<file path="src/rtl/alu_pkg.sv">
// Shared definitions for the ALU command issuer: opcode encodings,
// opcode legality check, issuer state encoding and default data width.
package alu_pkg;

  localparam int unsigned DATA_W_DEF = 8;

  localparam logic [2:0] OP_ADD = 3'b000;
  localparam logic [2:0] OP_SUB = 3'b001;
  localparam logic [2:0] OP_AND = 3'b010;
  localparam logic [2:0] OP_OR  = 3'b011;
  localparam logic [2:0] OP_XOR = 3'b100;
  localparam logic [2:0] OP_NOR = 3'b101;

  typedef enum logic [1:0] {
    IDLE = 2'd0,
    WAIT = 2'd1,
    RESP = 2'd2
  } issuer_state_e;

  // Opcodes 110/111 have no ALU function and are answered with an error.
  function automatic logic op_is_valid(input logic [2:0] op);
    logic ok;
    case (op)
      OP_ADD, OP_SUB, OP_AND, OP_OR, OP_XOR, OP_NOR: ok = 1'b1;
      default:                                       ok = 1'b0;
    endcase
    return ok;
  endfunction

endpackage

</file>
<file path="src/rtl/alu_cmd_issuer.sv">
// Sequential front-end for the combinational ALU: accepts a command on a
// valid/ready channel, drives the ALU inputs, waits SETTLE_CYC cycles,
// captures result/zero and returns them on a valid/ready response channel.
// Optional build macro RESULT_CHAIN_EN: cmd_chain=1 feeds the last
// captured result into ALU operand A instead of cmd_a.
module alu_cmd_issuer
  import alu_pkg::*;
#(
  parameter int unsigned DATA_W     = DATA_W_DEF,
  parameter int unsigned SETTLE_CYC = 1
) (
  input  logic              clk,
  input  logic              rst_n,
  input  logic              cmd_valid,
  output logic              cmd_ready,
  input  logic [DATA_W-1:0] cmd_a,
  input  logic [DATA_W-1:0] cmd_b,
  input  logic [2:0]        cmd_op,
  input  logic              cmd_chain,
  output logic              rsp_valid,
  input  logic              rsp_ready,
  output logic [DATA_W-1:0] rsp_result,
  output logic              rsp_zero,
  output logic              rsp_err,
  output logic [DATA_W-1:0] alu_a,
  output logic [DATA_W-1:0] alu_b,
  output logic [2:0]        alu_opcode,
  input  logic [DATA_W-1:0] alu_result,
  input  logic              alu_zero,
  output logic              busy
);

  // Settle counter is 4 bits wide, enough for SETTLE_CYC up to 15.
  localparam logic [3:0] CNT_INIT = 4'(SETTLE_CYC - 1);

  issuer_state_e     state_q, state_d;
  logic [3:0]        cnt_q, cnt_d;
  logic [DATA_W-1:0] alu_a_q, alu_a_d;
  logic [DATA_W-1:0] alu_b_q, alu_b_d;
  logic [2:0]        alu_op_q, alu_op_d;
  logic [DATA_W-1:0] rsp_result_q, rsp_result_d;
  logic              rsp_zero_q, rsp_zero_d;
  logic              rsp_err_q, rsp_err_d;

`ifdef RESULT_CHAIN_EN
  logic [DATA_W-1:0] last_result_q, last_result_d;
`else
  logic unused_chain;
  assign unused_chain = cmd_chain;
`endif

  // Handshake outputs depend on state only.
  assign cmd_ready  = (state_q == IDLE);
  assign rsp_valid  = (state_q == RESP);
  assign busy       = (state_q != IDLE);
  assign alu_a      = alu_a_q;
  assign alu_b      = alu_b_q;
  assign alu_opcode = alu_op_q;
  assign rsp_result = rsp_result_q;
  assign rsp_zero   = rsp_zero_q;
  assign rsp_err    = rsp_err_q;

  // Next-state logic: accept, settle countdown, capture, response hold.
  always_comb begin
    state_d      = state_q;
    cnt_d        = cnt_q;
    alu_a_d      = alu_a_q;
    alu_b_d      = alu_b_q;
    alu_op_d     = alu_op_q;
    rsp_result_d = rsp_result_q;
    rsp_zero_d   = rsp_zero_q;
    rsp_err_d    = rsp_err_q;
`ifdef RESULT_CHAIN_EN
    last_result_d = last_result_q;
`endif
    case (state_q)
      IDLE: begin
        if (cmd_valid) begin
          if (op_is_valid(cmd_op)) begin
`ifdef RESULT_CHAIN_EN
            alu_a_d = cmd_chain ? last_result_q : cmd_a;
`else
            alu_a_d = cmd_a;
`endif
            alu_b_d  = cmd_b;
            alu_op_d = cmd_op;
            cnt_d    = CNT_INIT;
            state_d  = WAIT;
          end else begin
            // Rejected command leaves the ALU inputs untouched.
            rsp_err_d    = 1'b1;
            rsp_result_d = '0;
            rsp_zero_d   = 1'b0;
            state_d      = RESP;
          end
        end
      end
      WAIT: begin
        if (cnt_q != 4'd0) begin
          cnt_d = cnt_q - 4'd1;
        end else begin
          rsp_result_d = alu_result;
          rsp_zero_d   = alu_zero;
          rsp_err_d    = 1'b0;
`ifdef RESULT_CHAIN_EN
          last_result_d = alu_result;
`endif
          state_d = RESP;
        end
      end
      RESP: begin
        if (rsp_ready) state_d = IDLE;
      end
      default: state_d = IDLE;
    endcase
  end

  // State and datapath registers; reset drops any in-flight command.
  always_ff @(posedge clk or negedge rst_n) begin
    if (!rst_n) begin
      state_q      <= IDLE;
      cnt_q        <= '0;
      alu_a_q      <= '0;
      alu_b_q      <= '0;
      alu_op_q     <= '0;
      rsp_result_q <= '0;
      rsp_zero_q   <= 1'b0;
      rsp_err_q    <= 1'b0;
`ifdef RESULT_CHAIN_EN
      last_result_q <= '0;
`endif
    end else begin
      state_q      <= state_d;
      cnt_q        <= cnt_d;
      alu_a_q      <= alu_a_d;
      alu_b_q      <= alu_b_d;
      alu_op_q     <= alu_op_d;
      rsp_result_q <= rsp_result_d;
      rsp_zero_q   <= rsp_zero_d;
      rsp_err_q    <= rsp_err_d;
`ifdef RESULT_CHAIN_EN
      last_result_q <= last_result_d;
`endif
    end
  end

endmodule

</file>
<file path="config.mk">
export PLATFORM = sky130hd
export DESIGN_NAME = alu_cmd_issuer
export DESIGN_NICKNAME = d
export VERILOG_FILES = /design/src/rtl/alu_pkg.sv /design/src/rtl/alu_cmd_issuer.sv
export SDC_FILE = /design/constraint.sdc
export NUM_CORES = 1
export LEC_CHECK = 0
export ABC_CLOCK_PERIOD_IN_PS = 1900
export CAP_MARGIN = 20
export CORE_ASPECT_RATIO = 1.2
export CORE_MARGIN = 1.5
export CORE_UTILIZATION = 38
export DETAILED_ROUTE_END_ITERATION = 16
export GPL_TIMING_DRIVEN = 0
export PLACE_DENSITY = 0.79
export SKIP_CTS_REPAIR_TIMING = 1
export SYNTH_ARGS = -nofsm -noshare
export SYNTH_HDL_FRONTEND = slang
export SYNTH_SLANG_ARGS = --single-unit
</file>
<file path="constraint.sdc">
create_clock -name clk -period 1.9 [get_ports clk]
set_clock_uncertainty 0.15 [all_clocks]
set_input_delay 0.19 -clock clk [delete_from_list [all_inputs] [get_ports clk]]
set_output_delay 0.19 -clock clk [all_outputs]
set_load 0.03 [all_outputs]
</file>
==> impl_metrics.csv, run 1 <==
group,metric,value,unit
pwr,vdd_drop_max,0.887,mV
yosys,netlist.area_leader.share,55.1,%
worst_setup_path,ff2ff_setup_slack,-0.07,ns
final_layout,layout_commonest_cell,"clkdlybuf4s50_1",
worst_setup_path,critPathKind,"reg2reg",
route,wire_per_inst,15.6,um
route,via_per_inst,5.06,
grt,grt_pass1_wl,5.42,mm
floorplan,num_rows,25,
run_status,violations,"negative setup slack",
floorplan,start_util,40.0,%
sta,layout_setup_ws,-0.0718,ns
pwr,p_leak,1.13,nW
route,vias,1199,
sta,worst_slew_margin_rel,49.1,%
route,firstDrtPassIters,4,
yosys,synth_cell_types,28,
final_layout,area_growth,52.6,%
sta,whs,0.363,ns
worst_setup_path,r2r_cells,6,
clock_network,clkLatencyLatePin,0.28,ns
clock_network,cts_root_buffer,"clkbuf_8",
yosys,ys_top_cells_by_area,"dfrtp_1 (55%), mux2_4 (18%), a22o_1 (9.9%), buf_6 (2.1%), ha_1 (1.6%)",
floorplan,core-area,3970,um^2
route,final_antenna_net_count,0,
sta,finalCritPeriodShare,104,%
placement,place_ws,-0.0910,ns
sta,rsz0062_at_grt,"yes",
worst_setup_path,reg2reg_to,"rsp_result[1]",
final_layout,antenna-diode-count,0,
hold_path,hp-class,"in2async",
pwr,cellPowerDensity,1860,nW/um^2
sta,final_hold_viol_count,0,
clock_network,cts.path.max_buffers,2,
yosys,netlist_instances,111,
sta,tightest_slew,0.764,ns
floorplan,ios,65,
final_layout,fin_util,61.0,%
yosys,syn_nets,146,
worst_setup_path,cp.arrival,2.00,ns
sta,fin_setup_tns,-0.434,ns
yosys,synth_largest_area_cell,"dfrtp_1",
final_layout,final_cell_mix,"clkdlybuf4s50_1 (59), dfrtp_1 (35), mux2_4 (19)",
grt,antenna_found_initial,0,
clock_network,h-tree-depth,2,
yosys,seq_area_frac_synth,55.1,%
yosys,synth_seq_cells,35,
grt,grt-ovfl-total,0,
yosys,syn-cell-area,1590,um^2
worst_setup_path,r2r-start,"cnt_q[1]",
run_status,status,"complete, but fails checks",
yosys,synth.avg_cell_area,14.3,um^2
worst_setup_path,crit_fanout,10,
sta,maxClockFrequency,507,MHz
clock_network,cts_sinks,35,
route,totalWireLength,3.69,mm
route,drtIter0Drc,39,
worst_setup_path,cp.required,1.92,ns
clock_network,cts_made_buffers,5,
route,drcViolationCount,0,
sta,final-max-slew-violation-count,0,
placement,dp_hpwl,2.65,mm
clock_network,clkTransAtPathRegs,0.07,ns
floorplan,fp.dieW,62.0,um
placement,gp_congestion,0.737,
worst_setup_path,worstSetupEndpointType,"register",
floorplan,dieArea,4580,um^2
placement,port-buffer-count,63,
grt,grt_pass1_vias,1180,
yosys,yosys_warnings,0,
final_layout,layout.nets,217,
final_layout,drive_gt1_share,20.8,%
floorplan,die_y,73.8,um
clock_network,cts_tree,"done",
grt,grt_max_degree,36,
sta,setup_violations,8,
grt,grtUsageTotal,16.3,%
sta,layout_min_cycle_time,1.97,ns
worst_setup_path,start_kind,"register",
run,max_cap_violations,0,
-- per-stage QoR --
stage               power (W)  area, um^2  cells
floorplan             0.00290        1590    111
global route          0.00475        2420    237
detailed placement    0.00383        2280    228
global placement      0.00376        2290    228
finish                0.00450        2420    237
CTS                   0.00451        2390    236
-- cell usage after synthesis --
library cell	n
ha_1	2
nand3b_1	1
a22o_1	18
inv_1	5
or2_4	1
o21ai_1	1
nor3b_1	1
buf_6	3
a211o_1	1
a31o_2	1
buf_2	1
mux2_4	19
o41ai_1	1
a21oi_1	2
mux2i_1	2
and3_1	1
o221ai_1	1
nand2b_1	1
dfrtp_1	35
o22ai_1	2
nor3_1	1
o21ai_0	2
or3b_1	1
or3_1	1
nand3_1	1
nor4b_2	1
nor2_1	4
clkbuf_1	1
-- how the worst max path moves through the flow --
stage                          start            end  cells past startpoint
after floorplan             cnt_q[0]  rsp_result[1]                      6
after global placement         rst_n  rsp_result[1]                      1
after detailed placement  state_q[0]           busy                      5
after CTS                 state_q[0]           busy                      5
after global routing        cnt_q[1]       rsp_zero                      6
final                       cnt_q[1]  rsp_result[1]                      6
-- critical path: stages, from the launching register on --
cell,delay [ns]
dfrtp_1,0.38
inv_1,0.10
ha_2,0.22
or3b_1,0.38
buf_2,0.20
a22o_1,0.26
a22o_1,0.17
-- metal layers --
layer / up-vias / track usage [%] / wire length (um)
li1: 554 / - / -
met3: 4 / 5.46 / 362
met4: 0 / 5.67 / 42
met2: 69 / 26.3 / 1780
met1: 572 / 20.0 / 1510
met5: - / 0 / 0
-- cell families after synthesis --
group / share of synthesized area, %
mux: 19.2
buf+inv: 3.86
fa+ha+maj: 1.57
flops: 55.1
compound gates: 14.5
simple gates: 5.75
-- final cells by class --
type,count,area (um^2)
Sequential cell,35,876
Buffer,5,43.8
Timing Repair Buffer,64,643
Clock inverter,3,43.8
Clock buffer,5,68.8
Multi-Input combinational cell,66,663
Fill cell,342,1550
Tap cell,54,67.6
Inverter,5,18.8
-- registers in the layout, indices dropped and copies added, names as in the netlist --
register	count
alu_a	8
alu_b	8
alu_opcode	3
cnt_q	4
rsp_err	1
rsp_result	8
rsp_zero	1
state_q	2
-- where the power goes --
group,switching (W),internal [W],total [W],leakage (nW)
Sequential,0.000242,0.00108,0.00132,0.428
Clock,0.000270,0.000390,0.000660,0.0581
Combinational,0.00127,0.00125,0.00252,0.648
Total,0.00178,0.00272,0.00450,1.13
Power figures use the tool's default switching activity.
==> run 2: changes to the inputs <==
- CORE_ASPECT_RATIO: 1.2 -> default
==> run 2 against run 1 <==
Combinational power up 2%. Hold slack worse by 0.0014 ns. Global-route usage up 1.8 points. Critical path depth unchanged. Sequential share of layout area up 0.26 points. Sequential power about the same. Largest cell class unchanged. Flip-flop and latch count unchanged. First-iteration DRC count down 49%. Cell count down 1.7%. Power down 2.4%. Fmax up 4.4%. The run now ends clean.
==> impl_metrics.csv, run 2 (synthesis results as in run 1) <==
group,metric,value,unit
final_layout,num-fill-cells,319,
route,firstDrtPassIters,4,
floorplan,start_util,39.7,%
worst_setup_path,ff2ff_setup_slack,0.01,ns
placement,gp_congestion,0.786,
placement,dpl_cell_area,2280,um^2
route,wl_met3,204,um
route,drtIter0Drc,20,
final_layout,final_area,2410,um^2
grt,grt_max_degree,36,
clock_network,cts_made_buffers,5,
route,final_antenna_net_count,0,
floorplan,fp.dieW,67.7,um
grt,grt_pass1_wl,5.98,mm
pwr,clkPwrFrac,11.5,%
grt,grtUsageTotal,18.1,%
route,drcViolationCount,0,
route,vias,1198,
worst_setup_path,worstSetupEndpointType,"register",
pwr,p_sw_share,40.2,%
clock_network,cts_root_buffer,"clkbuf_8",
sta,maxClockFrequency,529,MHz
route,routed-wl-met2,1.88,mm
grt,grt_pass1_vias,1250,
route,totalWireLength,3.66,mm
sta,final_hold_viol_count,0,
pwr,power_switching,0.00177,W
worst_setup_path,start_kind,"register",
sta,finalCritPeriodShare,99.4,%
sta,worst_slew_margin_rel,49.0,%
clock_network,clkTransAtPathRegs,0.07,ns
route,drt-met1-wl,1.49,mm
route,via_per_inst,5.14,
clock_network,clkLatencyLatePin,0.28,ns
grt,antenna_found_initial,0,
pwr,cellPowerDensity,1830,nW/um^2
final_layout,drive_gt1_share,20.8,%
sta,fin_setup_tns,0,ns
pwr,p_int,0.00263,W
clock_network,cts_sinks,35,
final_layout,multi_input_area,676,um^2
sta,rsz0062_at_grt,"yes",
final_layout,seqCellArea,876,um^2
sta,layout_min_cycle_time,1.89,ns
placement,dp_hpwl,2.68,mm
route,wire_per_inst,15.7,um
worst_setup_path,cp.required,1.92,ns
clock_network,h-tree-depth,2,
placement,port-buffer-count,63,
pwr,pwr-share-seq,30.0,%
final_layout,area_growth,51.5,%
clock_network,cts.path.max_buffers,2,
clock_network,cts_tree,"done",
final_layout,layout_commonest_cell,"clkdlybuf4s50_1",
sta,tightest_slew,0.766,ns
pwr,p_leak,1.12,nW
sta,final-max-slew-violation-count,0,
final_layout,final_cell_mix,"clkdlybuf4s50_1 (59), dfrtp_1 (35), mux2_4 (19)",
run_status,status,"finished clean",
run,max_cap_violations,0,
hold_path,hp-class,"reg2reg",
final_layout,antenna-diode-count,0,
floorplan,num_rows,23,
worst_setup_path,cp.arrival,1.91,ns
sta,setup_violations,0,
floorplan,core-area,4000,um^2
final_layout,layout.nets,217,
worst_setup_path,crit_fanout,10,
pwr,combPwrFrac,58.5,%
worst_setup_path,critPathKind,"reg2reg",
pwr,vdd_drop_max,0.898,mV
floorplan,ios,65,
floorplan,dieArea,4580,um^2
route,highest_layer,"met4",
grt,grt-ovfl-total,0,
floorplan,die_y,67.7,um
==> run 2: cell count changes in the layout (fill, tap and decap cells not counted) <==
cell	change
buf_2	-1
ha_4	+1
clkinv_4	-1
or3b_4	+1
ha_2	-1
or3b_1	-1
buf_6	+1
bufinv_16	-1
inv_2	+1
inv_1	-1
clkbuf_1	+2
==> run 2: area by class of cell <==
cell class	instances	share of cell area, %
buffer	5	2.08
clock buffer	7	3.17
clock inverter	1	0.208
inverter	5	0.780
multi-input combinational	66	28.1
sequential	35	36.4
tap	50	2.60
timing repair buffer	64	26.7
==> run 2: through the flow <==
| step | hold WS [ns] | cells | total power [W] | utilization, % | worst slack [ns] |
|---|---|---|---|---|---|
| after global routing | 0.357 | 233 | 0.00465 | 60.2 | -0.0256 |
| final | 0.362 | 233 | 0.00440 | 60.2 | 0.0114 |
| after floorplan | -0.256 | 111 | 0.00290 | - | 0.0984 |
| after global placement | 0.333 | 224 | 0.00376 | 57.1 | -0.177 |
| after detailed placement | 0.163 | 224 | 0.00384 | 56.9 | -0.109 |
| after CTS | -0.153 | 232 | 0.00437 | 59.0 | -0.421 |
==> run 2: power by group through the flow <==
stage,Combinational [W],Clock [W],Sequential (W)
floorplan,0.00106,0,0.00185
global placement,0.00247,0,0.00129
detailed placement,0.00252,0,0.00132
CTS,0.00254,0.000521,0.00131
global route,0.00272,0.000567,0.00136
finish,0.00257,0.000505,0.00132
==> run 2: metal layers <==
layer,up-vias,global-route usage [%]
li1,556,-
met1,594,21.9
met2,38,29.5
met3,10,5.50
met4,0,8.16
met5,-,0
==> run 2: final timing paths <==
kind / startpoint / to / depth (start not counted)
max: cnt_q[0] / rsp_result[5] / 6
min: alu_a[4] / alu_a[4] / 1
max reg2reg: cnt_q[0] / rsp_result[5] / 6
min reg2reg: alu_a[4] / alu_a[4] / 1
max in group asynchronous: rst_n / rsp_result[4] / 2
min in group asynchronous: rst_n / rsp_err / 2
==> run 2: critical path: stages (launching register included) <==
cell,delay (ns)
dfrtp_1,0.42
inv_2,0.10
ha_4,0.15
or3b_4,0.39
buf_6,0.15
a22o_1,0.23
a22o_1,0.18
==> run 3: changes to the inputs <==
- CAP_MARGIN: 20 -> 15
==> results of run 3 <==
The final DEF is identical to that of run 2; final timing and power are the same.
==> RTL change 1 (settings of run 2) <==
Add a define of `RESULT_CHAIN_EN`.
--- a/src/rtl/alu_cmd_issuer.sv
+++ b/src/rtl/alu_cmd_issuer.sv
@@ -5,2 +5,4 @@
 // captured result into ALU operand A instead of cmd_a.
+`define RESULT_CHAIN_EN
+
 module alu_cmd_issuer
Formal check against the unedited RTL: not equivalent (a bounded check fails within 4 cycles, from zero or initial values and one cycle with rst_n low).
==> RTL change 1 against run 2 <==
- largest power group unchanged
- sequential cell count rose by 8
- synthesized area increased by 17%
- final area rose by 16%
- power up 15%
- the flow now finishes with violations (setup timing)
- die area grew 16%
- setup slack worse by 0.064 ns
- largest cell class unchanged
- routed wire length up 13%
==> RTL change 1: results (changes against run 2) <==
Global routing
  – Met1 usage: 21.4% (-0.50 points)
  – First-pass GRT wire length: 6510 µm (+8.9%)
  – Initial antenna violation count: 0 (unchanged)
  – Grt met2 use: 25.2% (-4.4 points)
  – Number of global-route vias before repair: 1328 (+6.2%)
  – GRT Total Usage: 16.4% (-1.7 points)
  – Grt met3 use: 5.11% (-0.39 points)
  – Largest net degree at the start of global routing: 24 (-33%)

Pwr
  – Worst vdd ir: 764 µV (-15%)
  – Leak: 1.22 nW (+9.0%)
  – Psw: 2.00 mW (+13%)

STA
  – Final setup violation count: 9 (+9)
  – TNS Setup: -0.154 ns (-0.154 ns)
  – Setup ws final: -0.0525 ns (-0.0639 ns)
  – Slew Viols, Final: 0 (unchanged)
  – Worst Max-Slew Pin Slew: 0.501 ns (-0.265 ns)

Detailed routing
  – WL met3: 194 µm (-4.9%)
  – Final WL: 4120 µm (+13%)
  – Top layer in use: met4
  – Drt first-iter violations: 70 (+250%)
  – Router iterations before antenna repair: 4 (unchanged)
  – Routed Antenna Nets: 0 (unchanged)
  – Vias per inst: 4.91 (-4.5%)
  – WL/cell: 14.9 µm (-5.3%)
  – WL met1: 1800 µm (+20%)
  – DR WL met2: 2020 µm (+7.3%)

Setup path
  – Crit-path max FO: 10 (unchanged)
  – Max stage delay cell, worst path: dfrtp_1
  – Max stage delay on crit path: 0.40 ns (-0.02 ns)
  – Top Family by Delay on Critical Path: simple AND/OR/NAND/NOR gates
  – CP Data Arrival Time: 1.99 ns (+0.08 ns)
  – Crit path from: cnt_q[0]

Clock network
  – Worst skew pair latency: 0.29 ns
  – Clock buffer depth: 2 (unchanged)
  – CTS Buf Count: 5 (unchanged)
  – CTS root buf: clkbuf_8
  – Clock-pin slew on the worst setup and hold paths: 0.09 ns (+0.02 ns)
  – H-tree levels: 2 (unchanged)

Synth
  – Post-synthesis async set-or-reset flop share: 100% (unchanged)
  – Top cells by area, synth: dfrtp_1 58%, mux2_2 21%, a22o_1 3.8%
  – Mapped Nets: 167 (+14%)
  – Synth warnings: 0 (unchanged)
  – Mapped Cells: 132 (+19%)
  – Commonest cells post-synth: 43 x dfrtp_1, 35 x mux2_2, 8 x a22o_1
  – Sequential share of the synthesized area: 58.0% (+2.9 points)
  – Netlist cell types: 32 (+14%)

Outcome
  – Failing checks: setup timing
  – Status: finished, violations left

Layout
  – NumNets Final: 244 (+12%)
  – Antenna diodes: 0 (unchanged)
  – Layout cells sized above 1: 29.0% (+8.3 points)

Placed design
  – HPWL after DPL: 2980 µm (+11%)
  – Gpl congestion: 0.864 (+10%)
  – DP Cell Count: 263 (+17%)
  – IO buf count: 63 (unchanged)
  – DP Worst Slack: -0.181 ns (-0.0718 ns)
  – Dpl cell area: 2610 µm² (+15%)

Worst hold path
  – Hold WC Path Type: input port to asynchronous set/reset pin
==> RTL change 1: cell types whose count changed in the layout (fill, tap and decap cells not counted), moves of 2 or more <==
| cell | change |
|---|---|
| mux2_2 | +27 |
| mux2_4 | -11 |
| a22o_1 | -10 |
| dfrtp_1 | +8 |
| nor2b_1 | +4 |
| buf_4 | +3 |
| a21oi_1 | -2 |
| a31oi_1 | +2 |
| buf_2 | +2 |
| nand2_1 | +2 |
| nor2_1 | -2 |
==> RTL change 1: final cells by class <==
cell class                 instances  area, µm²
clock inverter                     2       12.5
timing repair buffer              70        716
inverter                           6       22.5
tap                               67       83.8
multi-input combinational         78        776
sequential                        43       1080
clock buffer                       6       72.6
buffer                             5       36.3
fill                             395       1930
==> RTL change 1: final timing paths <==
| check | depth (start not counted) | slack, ns | end |
|---|---|---|---|
| setup / recovery | 6 | -0.05 | last_result_q[7] |
| hold / removal | 2 | 0.24 | last_result_q[3] |
| setup reg to reg | 6 | -0.05 | last_result_q[7] |
| hold reg to reg | 1 | 0.35 | rsp_result[5] |
| max in group asynchronous | 3 | 0.88 | alu_b[0] |
| min in group clk | 2 | 0.30 | state_q[1] |
==> RTL change 1: power groups by stage <==
stage	logic [mW]	clock network, mW	registers [mW]
final	2.83	0.574	1.64
after global routing	3.00	0.633	1.70
after CTS	2.67	0.588	1.63
after detailed placement	2.67	0	1.65
after global placement	2.63	0	1.63
after floorplan	1.07	0	2.22
==> RTL change 1: kinds of logic (layout without fill, tap and decap cells) <==
logic type / after synthesis / after routing / synth area share (%)
mux: 37 / 37 / 22.3
compound gates: 21 / 21 / 8.91
simple gates: 18 / 18 / 6.55
flops: 43 / 43 / 58.0
buf+inv: 11 / 89 / 2.83
fa+ha+maj: 2 / 2 / 1.35
==> RTL change 2 (config.mk and constraints of run 2) <==
Made on the original files. Encoding of `issuer_state_e`: now one-hot (3 bits for 3 states).
--- a/src/rtl/alu_pkg.sv
+++ b/src/rtl/alu_pkg.sv
@@ -13,6 +13,6 @@
 
-  typedef enum logic [1:0] {
-    IDLE = 2'd0,
-    WAIT = 2'd1,
-    RESP = 2'd2
+  typedef enum logic [2:0] {
+    IDLE = 3'b001,
+    WAIT = 3'b010,
+    RESP = 3'b100
   } issuer_state_e;
Check against the original RTL: same outputs for any inputs over 10 cycles, from zero or initial values and one cycle with rst_n low; not proved beyond that.
==> RTL change 2 against run 2 <==
- non-clock buffer count is 7 higher
- synthesized area grew 3.9%
- fmax down 0.18%
- setup slack lost 0.0033 ns
- final area increased by 6.3%
- via count increased by 2.0%
- sequential cell count is 1 higher
- highest routed layer unchanged
- power up 2.0%
- global-route usage decreased by 1.5 points
- routed wire length grew 6.3%
- utilization increased by 2.5 points
==> RTL change 2: results (changes against run 2) <==
STA
  – Fin Hold WS: 0.295 ns (-0.0671 ns)
  – Worst Max-Slew Pin Slew: 0.797 ns (+0.0319 ns)
  – Post-route minimum period: 1.89 ns (+0.00333 ns)

Synth
  – Commonest cells post-synth: 35 x dfrtp_1, 17 x mux2_4, 12 x inv_1
  – Mapped Nets: 159 (+8.9%)
  – Synth warnings: 0 (unchanged)
  – Mapped Cells: 124 (+12%)
  – Netlist cell types: 32 (+14%)
  – Top cells by area, synth: dfrtp_1 53%, mux2_4 15%, mux2i_1 5.5%
  – Sequential share of the synthesized area: 54.7% (-0.46 points)
  – Post-synthesis async set-or-reset flop share: 100% (unchanged)

Setup path
  – R2R Path Start: state_q[0]
  – Max stage delay cell, worst path: dfstp_2
  – R2R depth: 6 (unchanged)
  – Critical Path End: rsp_err
  – Max stage delay on crit path: 0.58 ns (+0.16 ns)
  – Crit-path max FO: 6 (-4)

Outcome
  – Status: finished, final reports clean

Layout
  – Final instance area: 2560 µm² (+6.3%)
  – Fill count: 322 (+0.94%)
  – Layout cells sized above 1: 24.5% (+3.7 points)
  – Antenna diodes: 0 (unchanged)

Worst hold path
  – Hold Path Sink: rsp_result[1]
  – Hold path cells: 3 (+2)
  – Hold WC Path Type: input port to flop
  – HP Start: alu_result[1]

Global routing
  – GRT Total Usage: 16.6% (-1.5 points)
  – First-pass GRT wire length: 5660 µm (-5.3%)
  – Number of global-route vias before repair: 1204 (-3.7%)
  – Largest net degree at the start of global routing: 37 (+2.8%)

Detailed routing
  – Final WL: 3890 µm (+6.3%)
  – Vias per inst: 4.81 (-6.4%)
  – Drt first-iter violations: 48 (+140%)
  – Routed via count: 1222 (+2.0%)
  – Router iterations before antenna repair: 4 (unchanged)

Pwr
  – Leak: 1.21 nW (+7.6%)
  – Worst vdd ir: 921 µV (+2.6%)

Clock network
  – Clock-pin slew on the worst setup and hold paths: 0.07 ns (about the same)
  – Clock buffer depth: 2 (unchanged)
  – CTS root buf: clkbuf_8

Placed design
  – DP Cell Count: 237 (+5.8%)
  – Dpl cell area: 2340 µm² (+3.0%)
  – Gpl congestion: 0.827 (+5.3%)
  – HPWL after DPL: 2680 µm (about the same)
  – DP Worst Slack: -0.0742 ns (+0.0351 ns)
-- RTL change 2: changes by cell type after synthesis, moves of 3 or more --
| cell | change |
|---|---|
| mux2_2 | +3 |
| a22o_1 | -18 |
| inv_1 | +7 |
| nand2_1 | +11 |
| mux2i_1 | +7 |
-- RTL change 2: final cells by class --
cell class                 count  share of cell area [%]
sequential                    36                    35.2
timing repair buffer          72                    28.0
multi-input combinational     71                    26.8
clock buffer                   6                    2.83
tap                           50                    2.44
inverter                      13                    1.91
buffer                         4                    1.47
clock inverter                 2                    1.37
-- RTL change 2: cells by family (layout without fill, tap and decap cells) --
group | after synthesis | in the layout | share of synthesized area, %
fa+ha+maj | 2 | 2 | 1.52
simple gates | 30 | 30 | 10.9
compound gates | 9 | 9 | 4.02
mux | 30 | 30 | 23.7
buf+inv | 17 | 97 | 5.23
flops | 36 | 36 | 54.7
-- RTL change 2: worst max-delay path: cells and delay by family, from the launching register on --
| kind | cells | cell delay [ns] |
|---|---|---|
| flip-flops | 1 | 0.58 |
| buffers and inverters | 3 | 0.34 |
| AO/OA/AOI/OAI | 1 | 0.16 |
| AND/OR/NAND/NOR | 1 | 0.23 |
| multiplexers | 1 | 0.31 |
-- RTL change 2: layer usage --
metal | vias up | share of wire [%] | track usage [%] | wire length, µm
met3 | 5 | 4.6 | 4.38 | 178
met1 | 604 | 41 | 20.9 | 1610
met5 | - | 0 | 0 | 0
met2 | 29 | 53 | 26.2 | 2050
li1 | 584 | - | - | -
met4 | 0 | 1.3 | 8.58 | 51
-- RTL change 2: power breakdown --
part	leakage (nW)	internal [mW]	switching, mW
clock	0.0552	0.389	0.273
sequential	0.450	1.11	0.256
combinational	0.701	1.24	1.22
total	1.21	2.74	1.75
